--- config.mk ---
export PLATFORM = sky130hd
export DESIGN_NAME = logic_unit_pipe
export DESIGN_NICKNAME = d
export VERILOG_FILES = /design/src/rtl/logic_unit_pkg.sv /design/src/rtl/logic_unit_core.sv /design/src/rtl/logic_unit_pipe.sv
export SDC_FILE = /design/constraint.sdc
export NUM_CORES = 1
export LEC_CHECK = 0
export ABC_CLOCK_PERIOD_IN_PS = 1940
export CORE_MARGIN = 3
export CORE_UTILIZATION = 45
export CTS_CLUSTER_DIAMETER = 150
export CTS_CLUSTER_SIZE = 25
export DETAILED_ROUTE_END_ITERATION = 6
export PLACE_DENSITY_LB_ADDON = 0.3
export SLEW_MARGIN = 5
export SYNTH_ARGS = -nofsm -noshare
export SYNTH_HDL_FRONTEND = slang
export SYNTH_SLANG_ARGS = --single-unit
export TNS_END_PERCENT = 1
--- constraint.sdc ---
create_clock -name clk -period 1.94 [get_ports clk]
set_input_delay 0.194 -clock clk [delete_from_list [all_inputs] [get_ports clk]]
set_output_delay 0.194 -clock clk [all_outputs]
set_load 0.02 [all_outputs]
--- src/rtl/logic_unit_pkg.sv ---
// Shared definitions for the pipelined bitwise logic unit: the operation
// encoding used on in_op and carried through stage 1.
package logic_unit_pkg;

    localparam int OP_W = 3;

    // Operation codes; the enum doubles as the op type and the OP_* constants.
    typedef enum logic [OP_W-1:0] {
        OP_AND  = 3'd0,
        OP_OR   = 3'd1,
        OP_XOR  = 3'd2,
        OP_XNOR = 3'd3,
        OP_NAND = 3'd4,
        OP_NOR  = 3'd5,
        OP_NOT  = 3'd6,
        OP_ACC  = 3'd7
    } op_e;

endpackage

--- src/rtl/logic_unit_core.sv ---
// Combinational datapath between stage 1 and stage 2: evaluates the selected
// bitwise operation and derives the zero and parity flags of the result.
module logic_unit_core
    import logic_unit_pkg::*;
#(
    parameter int WIDTH = 8
) (
    input  op_e              op,
    input  logic [WIDTH-1:0] a,
    input  logic [WIDTH-1:0] b,
    input  logic [WIDTH-1:0] acc,
    output logic [WIDTH-1:0] result,
    output logic             zero,
    output logic             parity
);

    // Operation select; b is unused by NOT and ACC, acc only by ACC.
    always_comb begin
        result = '0;
        case (op)
            OP_AND:  result = a & b;
            OP_OR:   result = a | b;
            OP_XOR:  result = a ^ b;
            OP_XNOR: result = ~(a ^ b);
            OP_NAND: result = ~(a & b);
            OP_NOR:  result = ~(a | b);
            OP_NOT:  result = ~a;
            OP_ACC:  result = acc ^ a;
            default: result = '0;
        endcase
    end

    // Flags are computed here so stage 2 can register them alongside result.
    always_comb begin
        zero   = (result == '0);
        parity = ^result;
    end

endmodule

--- src/rtl/logic_unit_pipe.sv ---
// Two-stage pipelined bitwise logic unit with valid/ready on both sides and
// an internal XOR accumulator updated when an ACC result enters stage 2.
//
// Handshake: a transfer happens on a rising edge where valid && ready. A
// source never withdraws valid or changes its payload before the transfer;
// ready may be asserted independently of valid. Here in_ready depends only
// on pipeline state and out_ready, never on in_valid.
module logic_unit_pipe
    import logic_unit_pkg::*;
#(
    parameter int WIDTH = 8
) (
    input  logic             clk,
    input  logic             rst_n,
    input  logic             in_valid,
    output logic             in_ready,
    input  logic [2:0]       in_op,
    input  logic [WIDTH-1:0] in_a,
    input  logic [WIDTH-1:0] in_b,
    output logic             out_valid,
    input  logic             out_ready,
    output logic [WIDTH-1:0] out_data,
    output logic             out_zero,
    output logic             out_parity
);

    // Stage 1: captured operands.
    logic             s1_v;
    op_e              s1_op;
    logic [WIDTH-1:0] s1_a;
    logic [WIDTH-1:0] s1_b;

    // Stage 2: registered result and flags.
    logic             s2_v;
    logic [WIDTH-1:0] s2_data;
    logic             s2_zero;
    logic             s2_parity;

    logic [WIDTH-1:0] acc;

    // Core outputs for the S1 -> S2 transfer.
    logic [WIDTH-1:0] core_result;
    logic             core_zero;
    logic             core_parity;

    logic s2_adv;

    logic_unit_core #(.WIDTH(WIDTH)) u_core (
        .op     (s1_op),
        .a      (s1_a),
        .b      (s1_b),
        .acc    (acc),
        .result (core_result),
        .zero   (core_zero),
        .parity (core_parity)
    );

    // Advance conditions: the only combinational path is out_ready -> in_ready.
    always_comb begin
        s2_adv   = !s2_v || out_ready;
        in_ready = !s1_v || s2_adv;
    end

    // Stage 1 register: loads whenever it is empty or draining into stage 2.
    always_ff @(posedge clk) begin
        if (!rst_n) begin
            s1_v  <= 1'b0;
            s1_op <= OP_AND;
            s1_a  <= '0;
            s1_b  <= '0;
        end else if (in_ready) begin
            s1_v <= in_valid;
            if (in_valid) begin
                s1_op <= op_e'(in_op);
                s1_a  <= in_a;
                s1_b  <= in_b;
            end
        end
    end

    // Stage 2 register and accumulator: acc moves on the same edge the ACC
    // result enters stage 2, so back-to-back ACC ops see each other's update.
    always_ff @(posedge clk) begin
        if (!rst_n) begin
            s2_v      <= 1'b0;
            s2_data   <= '0;
            s2_zero   <= 1'b1;
            s2_parity <= 1'b0;
            acc       <= '0;
        end else if (s2_adv) begin
            s2_v <= s1_v;
            if (s1_v) begin
                s2_data   <= core_result;
                s2_zero   <= core_zero;
                s2_parity <= core_parity;
                if (s1_op == OP_ACC) begin
                    acc <= core_result;
                end
            end
        end
    end

    // Outputs come straight from stage 2 so they hold while stalled.
    always_comb begin
        out_valid  = s2_v;
        out_data   = s2_data;
        out_zero   = s2_zero;
        out_parity = s2_parity;
    end

endmodule

==> reports/results.env <==
GRT_SETUP_UNREPAIRED='true'
FP.DIEAREA_MM2=0.006076
FINAL_LAYOUT_SIZE_SUFFIX_GT1_SHARE_PCT=23.68
SEQUENTIAL_CELL_AREA_UM2=785.8
TOP_LEVEL_PORT_COUNT=35
FINAL.SETUP_SKEW_PS=7.483
LAYOUT.CELLS.MOST_COMMON='buf_4'
MULTI_INPUT_COMB_AREA_MM2=0.001443
FINALSETUPVIOLCOUNT=3
DRC_ERRORS=0
SYN_INST=279
VIOLATIONS='negative setup slack'
ROWS=25
VIAS_IN_THE_FIRST_GLOBAL_ROUTE=2043
WORST_SETUP_HOLD_PATH_CLK_SLEW_PS=70
HOLD_VIOL=0
TOPROUTINGLAYERUSED='met4'
MAXSLEWHEADROOM_PCT=68.69
CLK-INSERTION-DELAY-LATE_PS=290
CRITICAL_PATH_REQUIRED_PS=2150
GRT_MAX_DEGREE=23
CRIT_PATH_CELL_TRACE='inv_1 > ha_1 > mux2i_1 > nor2_1 > a211oi_1 > a21oi_1 > ha_1 > xnor2_2 > xnor2_1 > a211oi_1'
CLOCK_PATH_BUFFERS=2
ROUTE.VIAS.TOTAL=2142
DETAIL_ROUTE.WIRELENGTH.MET1_UM=2581
DIE_WIDTH_UM=77.95
POST_DETAILED_ROUTE_WIRELENGTH_PER_CELL_UM=12.52
NUMCTSBUFFERS=5
CLKSINKCOUNT=39
YS_TOP_CELLS_BY_AREA='dfxtp_1 34%, ha_1 11%, a21oi_1 7.1%, nand2_1 6.8%, mux2i_1 5.6%'
PLACE.DETAILED.HPWL_UM=4017
DIE_H_UM=77.95
SYNTHESIS.YOSYS.WARNINGS=0
FIN_NETS=401
CRIT_FANOUT=2
SYNTHTOLAYOUTAREAGROWTH_PCT=41.08
YS_SEQ_AREA_SHARE_PCT=33.51
CORE_AREA_MM2=0.004848
FINAL-MAX-SLEW-VIOLATION-COUNT=0
ASYNC_FLOP_SHARE_PCT=0
DETAILED_ROUTER_ITERATION_COUNT_BEFORE_ANTENNA_REPAIR=4
ROUTED_WL_UM=5333
FINALCOREUTILIZATION_PCT=67.79
ANTENNA_VIOLATING_NETS_POST_ROUTE=0
SYNTH-SEQ-CELLS=39
MOST-COMMON-LAYOUT-CELLS='53 x buf_4, 42 x nand2_1, 37 x dfxtp_1, 34 x clkdlybuf4s50_1, 30 x a21oi_1'
GRT_OVERFLOW=0
SYNTH.DISTINCT_CELLS=41
SYNTHESIS.NETS=322
SYNTHDOMINANTAREACELLTYPE='dfxtp_1'
MAPPEDNETLISTAREA_MM2=0.002330
SYNTH_ENABLE_FLOP_CELLS=0
VIA_PER_INST=5.028
PORT_BUFFERS=34
TIMING.SETUP.CRITICAL_PATH_CLASS='register to register'
CRITPATHCAPTURETYPE='register'
ANTENNA-DIODE-COUNT=0
SYNTHDOMINANTCELLAREASHARE_PCT=33.51
CLOCK_TREE.HTREE_LEVEL_COUNT=2
HOLD_CLASS='primary input to register'
POWER.DENSITY_CELL_AREA_mW_PER_MM2=657.9
MAX-CAP-VIOLATIONS=0
DETAILEDROUTE.FIRSTITERATIONVIOLATIONS=77
FLOORPLAN.INITIALDENSITY_PCT=48.05
SYNTH_AREA_PER_CELL_UM2=8.350
CRITICAL_PATH.MAX_STAGE_DELAY_PS=340
LAYOUT.FILLER_CELLS=430
WORSTPATHARRIVAL_PS=2380
GROUTE.USAGE.OVERALL_PCT=18.29
CTS_ROOT_BUFFER='clkbuf_8'
FIN_CRIT_SH_PCT=111.9
SYNTH_FLOP_CELL='dfxtp_1'
PEAK_SUPPLY_DROP_V=0.0003918
FIN_WS_PS=-230.1
HOLD-WORST-SLACK_PS=434.2
TRITONCTS='done'
WORST_PATH_MAX_DELAY_CELL='dfxtp_1'
GPL.FINAL_WEIGHTED_CONGESTION=0.8423
GLOBAL_ROUTE_WIRE_LENGTH_BEFORE_REPAIR_UM=9018
INITIAL_ANTENNA_VIOLATION_COUNT=0
WL_MET3_UM=222
CRIT_PATH_START_KIND='register'
DR_WL_MET2_UM=2436
STATUS='finished, violations left'
TIMING.FMAX_MHz=460.8
REG2REG_SLACK_PS=-230
LEAKAGEPOWER_uW=0.001387
FIN_CRIT_PS=2170
MAX_SLEW.WORST_PIN.SLEW_PS=468.2
## what timing repair did
action	in CTS	in global routing
buffers inserted	4	1
hold buffers	0	0
setup endpoints to repair	2	11
resized for setup	6	10
pin swaps	3	5
## final timing paths
path,from,to,cells after the start
hold / removal,in_a[3],s1_a[3],3
setup / recovery,s1_a[1],out_parity,10
setup reg to reg,s1_a[1],out_parity,10
hold reg to reg,s1_b[3],s1_b[3],2
## critical path: cells and delay by family, from the launching register on
family | cells | cell delay [ps]
DFF | 1 | 340
AOI/OAI and AO/OA | 3 | 570
buffers and inverters | 1 | 60
xor gates and xnor gates | 2 | 270
muxes | 1 | 150
and+or+nand+nor | 1 | 60
adders and majority gates | 2 | 640
## registers in the layout, summed over array words and instances, names as in the netlist
name / flops
acc: 8
s1_op: 3
s1_b: 8
out_valid: 1
out_zero: 1
out_data: 8
s1_v: 1
s1_a: 8
out_parity: 1
## Yosys cell counts (all sizes together), types with 5 or more instances
master	instances
a22o	9
nand2	42
ha	20
nor2	12
clkbuf	7
buf	10
mux2i	13
o21ai	11
dfxtp	39
xnor2	5
inv	21
a21oi	38
xor2	5
a211oi	7
nor2b	6
## logic make-up (layout without fill, tap and decap cells)
kind of cell    Yosys count  in the layout  share of synthesized area [%]
compound gates           84             84                          24.33
simple gates             75             75                          14.82
flops                    39             39                          33.51
buf+inv                  38            118                          7.251
fa+ha+maj                20             20                          10.74
mux                      13             13                          5.585
xor+xnor                 10             10                          3.759
## routing by layer
| layer | vias to the layer above | global-route usage [%] |
|---|---|---|
| met5 | - | 0 |
| met4 | 0 | 7.517 |
| met3 | 12 | 3.944 |
| met2 | 60 | 29.88 |
| met1 | 937 | 23.27 |
| li1 | 1133 | - |
## power breakdown
part,leakage [uW],switching (uW),internal (uW),total [uW]
registers,0.000321,27.6,841,869
clock network,0.0000612,283,416,699
logic,0.00101,271,324,594
## layout make-up
class	instances	share of cell area [%]
tap	67	2.550
sequential	39	23.91
clock buffer	6	2.512
multi-input combinational	202	43.89
clock inverter	2	1.066
inverter	21	2.398
timing repair buffer	89	23.68
## per-stage QoR
step | setup TNS (ps) | setup slack, ps | instance area [um^2] | cells | total power, uW
after detailed placement | -298.6 | -298.6 | 3065 | 413 | 1425
after CTS | -349.0 | -244.7 | 3243 | 425 | 2165
after global placement | -147.7 | -147.7 | 3065 | 413 | 1406
after global routing | -696.9 | -372.7 | 3287 | 426 | 2286
after floorplan | -75.27 | -75.27 | 2331 | 279 | 1192
final | -339.5 | -230.1 | 3287 | 426 | 2162
(Power assumes the default switching activity.)
